File: config.mk
export PLATFORM = sky130hd
export DESIGN_NAME = clock_set_ctrl
export DESIGN_NICKNAME = d
export VERILOG_FILES = /design/src/rtl/clock_set_ctrl.sv
export SDC_FILE = /design/constraint.sdc
export NUM_CORES = 1
export LEC_CHECK = 0
export ABC_CLOCK_PERIOD_IN_PS = 3700
export BUFFER_PORTS_ARGS = -buffer_cell sky130_fd_sc_hd__buf_4
export CORE_MARGIN = 5
export CORE_UTILIZATION = 51
export DETAILED_ROUTE_END_ITERATION = 16
export PLACE_DENSITY = 0.78
export SLEW_MARGIN = 15
export SYNTH_ARGS = -nofsm -noshare
export SYNTH_HDL_FRONTEND = slang
export SYNTH_SLANG_ARGS = --single-unit
File: constraint.sdc
create_clock -name clk -period 3.7 [get_ports clk]
set_input_delay 0.185 -clock clk [delete_from_list [all_inputs] [get_ports clk]]
set_output_delay 0.185 -clock clk [all_outputs]
set_load 0.01 [all_outputs]
File: src/rtl/clock_set_ctrl.sv
// Time-of-day clock with a three-button set mode: RUN counts seconds, SET_x edits
// one field while the timebase keeps running; an idle timeout falls back to RUN.
module clock_set_ctrl #(
    parameter int CLK_HZ    = 50_000_000,
    parameter int TIMEOUT_S = 10
) (
    input  logic       clk,
    input  logic       reset,
    input  logic [1:0] mode_evt,
    input  logic [1:0] up_evt,
    input  logic [1:0] down_evt,
    output logic [4:0] hours,
    output logic [5:0] minutes,
    output logic [5:0] seconds,
    output logic [1:0] mode,
    output logic [2:0] blank
);

    localparam int PW = $clog2(CLK_HZ);
    localparam int IW = $clog2(TIMEOUT_S + 1);
    localparam logic [PW-1:0] PRESC_LAST = PW'(CLK_HZ - 1);
    localparam logic [PW-1:0] PRESC_HALF = PW'(CLK_HZ / 2 - 1);
    localparam logic [IW-1:0] IDLE_LAST  = IW'(TIMEOUT_S - 1);

    typedef enum logic [1:0] {
        RUN      = 2'd0,
        SET_HOUR = 2'd1,
        SET_MIN  = 2'd2,
        SET_SEC  = 2'd3
    } state_t;

    function automatic logic [4:0] step_hours(input logic [4:0] v, input logic inc);
        logic [4:0] res;
        if (inc) begin
            res = (v == 5'd23) ? 5'd0 : v + 5'd1;
        end else begin
            res = (v == 5'd0) ? 5'd23 : v - 5'd1;
        end
        return res;
    endfunction

    function automatic logic [5:0] step_sixty(input logic [5:0] v, input logic inc);
        logic [5:0] res;
        if (inc) begin
            res = (v == 6'd59) ? 6'd0 : v + 6'd1;
        end else begin
            res = (v == 6'd0) ? 6'd59 : v - 6'd1;
        end
        return res;
    endfunction

    state_t        r_state, w_state_next;
    logic [PW-1:0] r_presc, w_presc_next;
    logic          r_blink, w_blink_next;
    logic [IW-1:0] r_idle,  w_idle_next;
    logic [4:0]    r_hours, w_hours_next;
    logic [5:0]    r_mins,  w_mins_next;
    logic [5:0]    r_secs,  w_secs_next;
    logic [2:0]    r_blank, w_blank_next;

    logic w_mode_short, w_mode_long, w_up, w_dn, w_any_evt;
    logic w_sec_tick, w_edit, w_timeout, w_advance;

    // Event decode: code 3 is deliberately treated like "no event".
    assign w_mode_short = (mode_evt == 2'd1);
    assign w_mode_long  = (mode_evt == 2'd2);
    assign w_up         = (up_evt == 2'd1) || (up_evt == 2'd2);
    assign w_dn         = (down_evt == 2'd1) || (down_evt == 2'd2);
    assign w_any_evt    = w_mode_short | w_mode_long | w_up | w_dn;
    assign w_sec_tick   = (r_presc == PRESC_LAST);
    assign w_edit       = (r_state != RUN) && !w_mode_short && !w_mode_long && (w_up ^ w_dn);
    assign w_timeout    = (r_state != RUN) && w_sec_tick && !w_any_evt && (r_idle == IDLE_LAST);
    assign w_advance    = (r_state == RUN) && w_sec_tick && !w_mode_short;

    // Mode transitions: explicit mode events outrank the idle timeout.
    always_comb begin
        w_state_next = r_state;
        if (w_mode_short) begin
            case (r_state)
                RUN:      w_state_next = SET_HOUR;
                SET_HOUR: w_state_next = SET_MIN;
                SET_MIN:  w_state_next = SET_SEC;
                SET_SEC:  w_state_next = RUN;
                default:  w_state_next = RUN;
            endcase
        end else if (w_mode_long || w_timeout) begin
            w_state_next = RUN;
        end else begin
            w_state_next = r_state;
        end
    end

    // Timebase, time-of-day counting and field edits.
    always_comb begin
        w_presc_next = w_sec_tick ? {PW{1'b0}} : r_presc + PW'(1);
        w_blink_next = r_blink ^ (w_sec_tick | (r_presc == PRESC_HALF));
        w_hours_next = r_hours;
        w_mins_next  = r_mins;
        w_secs_next  = r_secs;
        if (w_advance) begin
            w_secs_next = step_sixty(r_secs, 1'b1);
            if (r_secs == 6'd59) begin
                w_mins_next = step_sixty(r_mins, 1'b1);
                if (r_mins == 6'd59) begin
                    w_hours_next = step_hours(r_hours, 1'b1);
                end else begin
                    w_hours_next = r_hours;
                end
            end else begin
                w_mins_next = r_mins;
            end
        end else if (w_edit) begin
            case (r_state)
                SET_HOUR: w_hours_next = step_hours(r_hours, w_up);
                SET_MIN:  w_mins_next  = step_sixty(r_mins, w_up);
                SET_SEC: begin
                    w_secs_next  = 6'd0;
                    w_presc_next = {PW{1'b0}};
                end
                default:  w_secs_next = r_secs;
            endcase
        end else begin
            w_secs_next = r_secs;
        end
    end

    // Idle counter and blank enables follow the upcoming mode.
    always_comb begin
        if ((w_state_next == RUN) || w_any_evt) begin
            w_idle_next = {IW{1'b0}};
        end else if (w_sec_tick) begin
            w_idle_next = r_idle + IW'(1);
        end else begin
            w_idle_next = r_idle;
        end
        case (w_state_next)
            SET_HOUR: w_blank_next = {w_blink_next, 2'b00};
            SET_MIN:  w_blank_next = {1'b0, w_blink_next, 1'b0};
            SET_SEC:  w_blank_next = {2'b00, w_blink_next};
            default:  w_blank_next = 3'b000;
        endcase
    end

    // State registers with asynchronous reset.
    always_ff @(posedge clk or posedge reset) begin
        if (reset) begin
            r_state <= RUN;
            r_presc <= {PW{1'b0}};
            r_blink <= 1'b0;
            r_idle  <= {IW{1'b0}};
            r_hours <= 5'd0;
            r_mins  <= 6'd0;
            r_secs  <= 6'd0;
            r_blank <= 3'b000;
        end else begin
            r_state <= w_state_next;
            r_presc <= w_presc_next;
            r_blink <= w_blink_next;
            r_idle  <= w_idle_next;
            r_hours <= w_hours_next;
            r_mins  <= w_mins_next;
            r_secs  <= w_secs_next;
            r_blank <= w_blank_next;
        end
    end

    assign hours   = r_hours;
    assign minutes = r_mins;
    assign seconds = r_secs;
    assign mode    = r_state;
    assign blank   = r_blank;

endmodule
==> results of run 1 <==
-- cells in the final DEF, fill, tap and decap left out, types with 2 or more instances in the layout --
cell type  count
a21oi_1       11
a22o_1         2
a31oi_1        2
a32oi_1        2
a41oi_1        2
and2_1         2
and3_1         5
and4_1         3
buf_4         29
clkbuf_1       2
clkbuf_8       5
dfrtp_1       53
ha_1          15
inv_1         16
nand2_1       28
nand2b_1       2
nand3_1       16
nand3_2        2
nand4_1       11
nor2_1        56
nor2b_1        4
nor3_1         5
nor3_2         3
nor4_2         2
nor4bb_1       2
o21ai_0       13
o22a_1         3
o31ai_1        2
or3_1          4
xnor2_1       18
xor2_1        16
-- power by group through the flow --
stage	combinational (mW)	clock [mW]	sequential, mW
6_report	0.691	0.323	0.851
5_1_grt	0.774	0.355	0.874
4_1_cts	0.693	0.334	0.847
3_5_place_dp	0.692	0	0.856
3_3_place_gp	0.667	0	0.853
2_1_floorplan	0.485	0	0.833
-- logic make-up (layout without fill, tap and decap cells) --
family / after synthesis / in the layout / synth area share
XOR/XNOR: 35 / 35 / 0.0981
multiplexers: 1 / 1 / 0.00352
AO/OA/AOI/OAI: 53 / 53 / 0.121
buffers and inverters: 25 / 54 / 0.0375
flip-flops: 53 / 53 / 0.414
AND/OR/NAND/NOR: 158 / 158 / 0.267
adder cells (fa/ha/maj): 15 / 15 / 0.0586
-- cell type report --
cell class | instances | area (um^2)
flip-flops and latches | 53 | 1330
repair buffers | 29 | 218
clock inverters | 1 | 7.51
inverters | 17 | 65.1
well taps | 75 | 93.8
fillers | 531 | 2480
clock buffers | 7 | 76.3
multi-input cells | 262 | 1760
-- path summary, 6_finish.rpt --
check / from / depth (start not counted) / slack (ns) / end
min: reset / 2 / 0.04 / r_presc[14]
max in group asynchronous: reset / 2 / 3.13 / minutes[4]
max reg2reg: r_presc[7] / 6 / 1.31 / minutes[0]
min reg2reg: r_presc[0] / 1 / 0.47 / r_presc[0]
max: r_presc[7] / 6 / 1.31 / minutes[0]
min in group clk: down_evt[0] / 4 / 0.28 / r_idle[3]
-- per-stage QoR --
stage	instance area, um^2	power [mW]	utilization	hold WS, ns
floorplan	3200	1.32	-	0.424
global placement	3460	1.52	0.574	0.437
detailed placement	3460	1.55	0.574	0.449
CTS	3540	1.87	0.588	0.200
global route	3540	2.00	0.588	0.124
finish	3540	1.87	0.588	0.0420
-- synth_stat cells, drive strengths merged, types with 4 or more instances --
cell / instances
a21oi: 11
and3: 6
buf: 6
dfrtp: 53
ha: 15
inv: 17
nand2: 29
nand3: 18
nand4: 12
nor2: 57
nor2b: 4
nor3: 8
nor4: 4
o21ai: 14
or3: 5
xnor2: 19
xor2: 16
-- routing by layer --
metal | vias up | part of all wire | global-route usage
met5 | - | 0 | 0
met4 | 0 | 0.011 | 0.0663
met3 | 5 | 0.050 | 0.0323
met2 | 70 | 0.46 | 0.267
met1 | 1217 | 0.48 | 0.265
li1 | 1240 | - | -
-- sequential cells by signal, indices dropped and copies added (netlist names) --
signal and flops:
r_idle 4, mode 2, hours 5, r_blink 1, minutes 6, blank 3, r_presc 26, seconds 6
==> run_results.csv, run 1 <==
group,metric,value,unit
status,status,"finished, final reports clean",
power,intPower,1.13,mW
timing,rsz0062_at_grt,"false",
timing,layout_setup_ws,1.31,ns
grt,grt_pass1_wl,11400,um
setup_path,required,3.93,ns
yosys,synth_area,3200,um^2
grt,grt_pass1_vias,2452,
timing,clock-skew-final,0.00925,ns
placed_design,dp_hpwl,4710,um
power,clockPowerShare,0.173,
timing,hold_viol_final,0,
grt,grt_max_degree,54,
clock_network,post-cts-setup-buffers,0,
setup_path,cp_max_fo,12,
floorplan,die_x,89.2,um
clock_network,cts_hold_buf,0,
routing,vias,2532,
power,p_sw_frac,0.393,
yosys,ys_async_sr_fraction,1.00,
clock_network,clock_latency,0.31,ns
routing,route.detailed.drc,0,
setup_path,critPathKind,"register to register",
setup_path,end_kind,"register",
layout,nets,391,
power,combPwrFrac,0.371,
routing,viasPerCell,5.70,
floorplan,coreArea,6030,um^2
timing,max_slew_margin,0.378,
placed_design,dpl_worst_slack,1.38,ns
routing,postRouteAntennaNets,0,
yosys,synth_top_area_share,0.414,
timing,max_slew.worst_pin.slew,0.933,ns
floorplan,num_rows,28,
clock_network,root_buffer,"clkbuf_8",
grt,grtUsageTotal,0.181,
power,p_switching,0.733,mW
routing,drt-wirelength-per-cell,14.6,um
power,pwr-share-seq,0.456,
layout,diodes,0,
timing,setup_tns,0,ns
placed_design,numPortBuffers,29,
setup_path,critical-path-max-stage-delay,0.48,ns
floorplan,start_util,0.531,
setup_path,critical_path.top_delay_family,"simple AND/OR/NAND/NOR gates",
power,powerDensity,527,nW/um^2
layout,final_cells,444,
clock_network,clockBufferDepth,2,
layout,drive_above_1_share,0.165,
placed_design,numPlacedInstances,436,
routing,drt-total-wl,6480,um
yosys,ys_ff_latch,53,
floorplan,die_h,89.2,um
setup_path,cp.arrival,2.62,ns
routing,dr.pass1.iters,5,
layout,synthToLayoutAreaGrowth,10.6,%
timing,min_period_over_period,0.646,
setup_path,start_kind,"register",
power,ir_drop,356,uV
setup_path,crit_slowest_cell,"and4_1",
run,max_cap_violations,0,
clock_network,clkSlewWorstSetupHoldPaths,0.09,ns
yosys,yosysWarnings,0,
yosys,ys_types,64,
routing,drt_iter0_markers,179,
yosys,syn_inst,340,
min_path,hp-class,"primary input to async pin",
floorplan,die-area,7960,um^2
setup_path,path_cells,"nor4_2, and4_1, and2_4, a22oi_1, or3_1, o21ai_1",
yosys,synth_edf_count,0,
clock_network,cts_sinks,53,
timing,fmax,418,MHz
clock_network,cts_resized,0,
timing,fin_crit,2.39,ns
timing,slew_violations,0,
clock_network,cts_tree,"built",
yosys,synth_area_leaders,"dfrtp_1, nor2_1, ha_1",
yosys,synthFlopType,"dfrtp_1",
setup_path,path_buf_inv,0,
timing,setup_violations,0,
yosys,yosysSeqAreaShare,0.414,
power,p_leak,1.59,nW
yosys,synthesis.nets,363,
grt,antenna_found_initial,0,
floorplan,io_pins,30,
grt,grt_overflow,0,
yosys,yosysTopAreaCell,"dfrtp_1",
placed_design,place_congestion,0.901,
clock_network,numCtsBuffers,5,
clock_network,cts_max_level,2,
yosys,avgSynthCellArea,9.42,um^2
Note: power is estimated with default switching activity, not from simulation.
==> inputs of run 2 (changes only) <==
--- a/config.mk
+++ b/config.mk
@@ -5,7 +5,7 @@
 export SDC_FILE = /design/constraint.sdc
 export NUM_CORES = 1
 export LEC_CHECK = 0
-export ABC_CLOCK_PERIOD_IN_PS = 3700
+export ABC_CLOCK_PERIOD_IN_PS = 2300
 export BUFFER_PORTS_ARGS = -buffer_cell sky130_fd_sc_hd__buf_4
 export CORE_MARGIN = 5
 export CORE_UTILIZATION = 51
==> constraint.sdc (replaced) <==
create_clock -name clk -period 2.3 [get_ports clk]
set_input_delay 0.115 -clock clk [delete_from_list [all_inputs] [get_ports clk]]
set_output_delay 0.115 -clock clk [all_outputs]
set_load 0.01 [all_outputs]
==> run 2 against run 1 <==
Compared with the run above:
- sequential share of layout area shrank 0.95 points
- global-route usage grew 0.41 points
- hold slack gained 0.18 ns
- clock power grew 61%
- fmax grew 7.6%
- cell area grew 2.6%
- largest cell class unchanged
- die area is the same
- critical path depth grew 1
==> run_results.csv, run 2 (same netlist as run 1, synthesis figures left out) <==
group,metric,value,unit
layout,nets,401,
floorplan,num_rows,28,
routing,drt-wirelength-per-cell,15.3,um
routing,drt_iter0_markers,186,
clock_network,cts_tree,"built",
clock_network,cts_sinks,53,
placed_design,dp_hpwl,4990,um
min_path,whs_endpoint,"r_idle[3]",
min_path,min_from,"up_evt[0]",
timing,min_period_over_period,0.966,
grt,antenna_found_initial,0,
floorplan,coreArea,6030,um^2
clock_network,root_buffer,"clkbuf_8",
grt,grt_max_degree,47,
grt,grt_pass1_wl,11500,um
setup_path,critical-path-max-stage-delay,0.43,ns
power,p_leak,1.65,nW
power,powerDensity,841,nW/um^2
layout,multi_input_area,1760,um^2
floorplan,io_pins,30,
clock_network,clock_latency,0.31,ns
layout,diodes,0,
setup_path,r2r-end,"hours[2]",
clock_network,cts_max_level,2,
min_path,hold_depth,4,
clock_network,clkSlewWorstSetupHoldPaths,0.10,ns
layout,ff_latch_area,1330,um^2
timing,clock-skew-final,0.0108,ns
grt,grtUsageTotal,0.185,
floorplan,die_h,89.2,um
setup_path,r2r_slack,0.08,ns
setup_path,required,2.53,ns
routing,postRouteAntennaNets,0,
setup_path,end_kind,"register",
min_path,hp-class,"primary input to register",
clock_network,clockBufferDepth,2,
power,ir_drop,500,uV
routing,drt-total-wl,6940,um
setup_path,cp_max_fo,12,
timing,hold_viol_final,0,
setup_path,cp.arrival,2.45,ns
routing,dr.pass1.iters,4,
setup_path,crit_slowest_cell,"dfrtp_1",
timing,setup_violations,0,
layout,fillers,530,
timing,rsz0062_at_grt,"false",
layout,top_register,"r_presc",
routing,route.detailed.drc,0,
timing,max_slew.worst_pin.slew,0.606,ns
timing,fmax,450,MHz
timing,max_slew_margin,0.596,
layout,final_cell_mix,"nor2_1, dfrtp_1, buf_4",
timing,hold_slack,0.221,ns
setup_path,path_buf_inv,1,
setup_path,critical_path.top_delay_family,"simple AND/OR/NAND/NOR gates",
grt,grt_pass1_vias,2407,
placed_design,place_congestion,0.848,
setup_path,critPathKind,"register to register",
status,status,"finished, final reports clean",
placed_design,numPortBuffers,29,
setup_path,r2r-start,"r_presc[7]",
clock_network,numCtsBuffers,5,
routing,viasPerCell,5.74,
timing,setup_tns,0,ns
run,max_cap_violations,0,
floorplan,start_util,0.531,
routing,vias,2604,
setup_path,path_cells,"nor4_2, and4_1, buf_4, a21bo_4, mux2_2, nand2_1, xnor2_1",
floorplan,die-area,7960,um^2
layout,synthToLayoutAreaGrowth,13.5,%
layout,final_common_cell,"nor2_1",
layout,drive_above_1_share,0.190,
setup_path,r2r_cells,7,
timing,slew_violations,0,
grt,grt_overflow,0,
floorplan,die_x,89.2,um
layout,largest_register_ffs,26,
timing,fin_crit,2.22,ns
setup_path,start_kind,"register",
run 2: changes by cell type in the layout (fill, tap and decap cells not counted), sizes merged:
| cell | change |
|---|---|
| clkbuf | -1 |
| dlygate4sd3 | +1 |
| clkinv | +1 |
| buf | +9 |
| clkinvlp | -1 |
| inv | +1 |
run 2: how the worst max path moves through the flow:
stage	startpoint	to	slack, ns	cells past startpoint
5_1_grt	r_presc[7]	seconds[4]	0.001	6
3_3_place_gp	r_presc[0]	minutes[0]	0.15	7
3_5_place_dp	mode[0]	minutes[3]	0.07	8
4_1_cts	mode[0]	minutes[3]	0.06	8
6_report	r_presc[7]	hours[2]	0.08	7
2_1_floorplan	mode[0]	r_idle[0]	0.30	8
run 2: repair_timing:
action,in CTS,in global routing
endpoints found under the setup margin,0,7
resized for setup,0,1
endpoints found under the hold margin,7,0
hold buffers,1,0
setup buffers,0,3
run 2: layout make-up:
class,instances,area share
clock buffer,6,0.0200
sequential,53,0.365
clock inverter,2,0.00275
timing repair buffer,39,0.0847
multi-input combinational,262,0.484
inverter,17,0.0176
tap,75,0.0258
run 2: where the power goes:
part	internal (mW)	total [mW]	switching [mW]
clock	0.212	0.519	0.307
sequential	1.10	1.37	0.271
combinational	0.545	1.17	0.627
total	1.85	3.06	1.20
run 2: worst min-delay path, stage by stage:
cell and delay (ns):
buf_4 0.09, xnor2_2 0.11, o2111ai_2 0.14, nor2_1 0.05
run 2: metal layers:
metal  vias to the layer above  GRT usage  share of wire
met2                        86      0.279           0.46
li1                       1262          -              -
met1                      1246      0.270           0.48
met5                         -          0              0
met3                        10     0.0341          0.050
met4                         0     0.0555          0.014
run 2: stage by stage:
stage	worst slack [ns]	area (um^2)	std cells	util	total power, mW
floorplan	0.305	3200	340	-	2.12
global placement	0.150	3510	442	0.583	2.47
detailed placement	0.0716	3510	442	0.583	2.51
CTS	0.0640	3610	451	0.599	3.02
finish	0.0782	3630	454	0.603	3.06
global route	0.00141	3630	454	0.603	3.27
==> inputs of run 3 (changes only) <==
--- a/config.mk
+++ b/config.mk
@@ -8,9 +8,10 @@
 export ABC_CLOCK_PERIOD_IN_PS = 2300
 export BUFFER_PORTS_ARGS = -buffer_cell sky130_fd_sc_hd__buf_4
 export CORE_MARGIN = 5
-export CORE_UTILIZATION = 51
+export CORE_UTILIZATION = 53
 export DETAILED_ROUTE_END_ITERATION = 16
-export PLACE_DENSITY = 0.78
+export GPL_TIMING_DRIVEN = 1
+export PLACE_DENSITY = 0.8
 export SLEW_MARGIN = 15
 export SYNTH_ARGS = -nofsm -noshare
 export SYNTH_HDL_FRONTEND = slang
==> run 3 against run 2 <==
Compared with the run above:
- critical path depth up 2
- clock skew hardly changed
- combinational power hardly changed
- via count down 0.27%
- register-to-register slack better by 0.07 ns
- first-iteration DRC count rose by 52%
- clock-buffer cell count decreased by 1
- cell area up 0.93%
- die area is 3.4% lower
- wire length shrank 2.4%
- fmax is 3.1% higher
- setup slack better by 0.066 ns
- critical path type unchanged
- critical endpoint is now minutes[5]
- largest cell class unchanged
==> run_results.csv, run 3 (same netlist as run 1, synthesis figures left out) <==
group,metric,value,unit
status,status,"finished, final reports clean",
layout,final_cells,456,
layout,fillers,506,
power,pwr-share-seq,0.442,
floorplan,die-area,7700,um^2
timing,rsz0062_at_grt,"false",
layout,synthToLayoutAreaGrowth,14.6,%
layout,largest_register_ffs,26,
setup_path,required,2.50,ns
timing,fin_crit,2.16,ns
power,powerDensity,838,nW/um^2
routing,viasPerCell,5.70,
setup_path,cp_max_fo,7,
layout,drive_above_1_share,0.202,
grt,grt_pass1_wl,11100,um
routing,route.detailed.drc,0,
layout,top_register,"r_presc",
power,clockPowerShare,0.176,
placed_design,numPlacedInstances,445,
timing,max_slew.worst_pin.slew,0.527,ns
power,p_leak,1.67,nW
timing,setup_tns,0,ns
setup_path,end_kind,"register",
clock_network,cts_max_level,2,
placed_design,numPortBuffers,29,
layout,diodes,0,
setup_path,start_kind,"register",
timing,hold_viol_final,0,
timing,min_period_over_period,0.937,
layout,final_cell_mix,"nor2_1, dfrtp_1, buf_4",
power,p_sw_frac,0.397,
grt,grt_overflow,0,
timing,clock-skew-final,0.0109,ns
placed_design,dp_hpwl,4880,um
run,max_cap_violations,0,
clock_network,cts_tree,"built",
layout,ff_latch_area,1330,um^2
power,ir_drop,444,uV
clock_network,cts_sinks,53,
floorplan,die_h,87.7,um
layout,final_common_cell,"nor2_1",
setup_path,critPathKind,"register to register",
clock_network,clockBufferDepth,2,
floorplan,num_rows,28,
timing,max_slew_margin,0.649,
layout,multi_input_area,1770,um^2
clock_network,clkSlewWorstSetupHoldPaths,0.10,ns
clock_network,root_buffer,"clkbuf_8",
routing,dr.pass1.iters,5,
routing,vias,2597,
clock_network,numCtsBuffers,5,
power,combPwrFrac,0.382,
floorplan,coreArea,5890,um^2
placed_design,place_congestion,0.868,
timing,setup_violations,0,
layout,nets,403,
grt,grtUsageTotal,0.180,
min_path,hp-class,"primary input to register",
timing,slew_violations,0,
routing,drt_iter0_markers,282,
timing,fmax,464,MHz
layout,fin_util,0.623,
routing,drt-wirelength-per-cell,14.9,um
timing,layout_setup_ws,0.144,ns
placed_design,dpl_worst_slack,0.101,ns
floorplan,io_pins,30,
power,p_switching,1.22,mW
routing,drt-total-wl,6770,um
routing,postRouteAntennaNets,0,
floorplan,start_util,0.544,
grt,grt_max_degree,26,
timing,hold_slack,0.210,ns
grt,grt_pass1_vias,2341,
setup_path,cp.arrival,2.36,ns
grt,antenna_found_initial,0,
clock_network,clock_latency,0.31,ns
floorplan,die_x,87.7,um
power,intPower,1.85,mW
run 3: cell types whose count changed in the layout (fill, tap and decap cells not counted):
cell / delta
and4_2: +1
clkbuf_1: -1
nor3_2: -1
and4_1: -1
ha_1: -1
nor3_4: +1
ha_2: +1
buf_4: +2
clkinv_4: +2
clkinv_2: -1
run 3: worst paths after layout:
check                           startpoint     endpoint  slack [ns]  depth (start not counted)
worst min register to register  r_presc[0]   r_presc[0]        0.46                          1
worst max-delay path               mode[1]   minutes[5]        0.14                          9
worst min-delay path             up_evt[0]    r_idle[3]        0.21                          4
worst max register to register     mode[1]   minutes[5]        0.14                          9
min in group asynchronous            reset  r_presc[17]        0.39                          3
max in group asynchronous            reset    r_idle[2]        1.26                          4
run 3: critical path, cell delays in order, from the launching register on:
cell	delay [ns]
dfrtp_1	0.43
inv_1	0.11
ha_2	0.22
nand2b_1	0.12
nor4_4	0.32
buf_4	0.17
a21boi_2	0.10
a221oi_1	0.26
a31oi_1	0.09
o22a_1	0.22
run 3: metrics by stage:
| step | power [mW] | area (um^2) |
|---|---|---|
| 2_1_floorplan | 2.12 | 3200 |
| 3_3_place_gp | 2.48 | 3540 |
| 3_5_place_dp | 2.52 | 3540 |
| 4_1_cts | 3.06 | 3640 |
| 5_1_grt | 3.28 | 3670 |
| 6_report | 3.07 | 3670 |
run 3: routing by layer:
metal | up-vias | track usage | part of all wire
li1 | 1264 | - | -
met1 | 1228 | 0.265 | 0.48
met2 | 93 | 0.272 | 0.44
met3 | 12 | 0.0282 | 0.057
met4 | 0 | 0.0572 | 0.018
met5 | - | 0 | 0
run 3: final cells by class:
class	instances	share of cell area
Multi-Input combinational cell	262	0.483
Sequential cell	53	0.362
Timing Repair Buffer	41	0.0880
Tap cell	75	0.0256
Clock buffer	5	0.0188
Inverter	17	0.0174
Clock inverter	3	0.00614
run 3: what timing repair did:
item | 4_1_cts | 5_1_grt
setup buffers | 0 | 2
hold buffers | 1 | 0
endpoints found under the hold margin | 22 | 0
gates resized for setup | 0 | 4
setup endpoints to repair | 0 | 12
run 3: power by group through the flow:
stage | Sequential, mW | Clock (mW) | Combinational (mW)
after global placement | 1.36 | 0 | 1.12
after floorplan | 1.34 | 0 | 0.781
after CTS | 1.35 | 0.551 | 1.16
after global routing | 1.39 | 0.596 | 1.29
final | 1.36 | 0.542 | 1.17
after detailed placement | 1.36 | 0 | 1.15
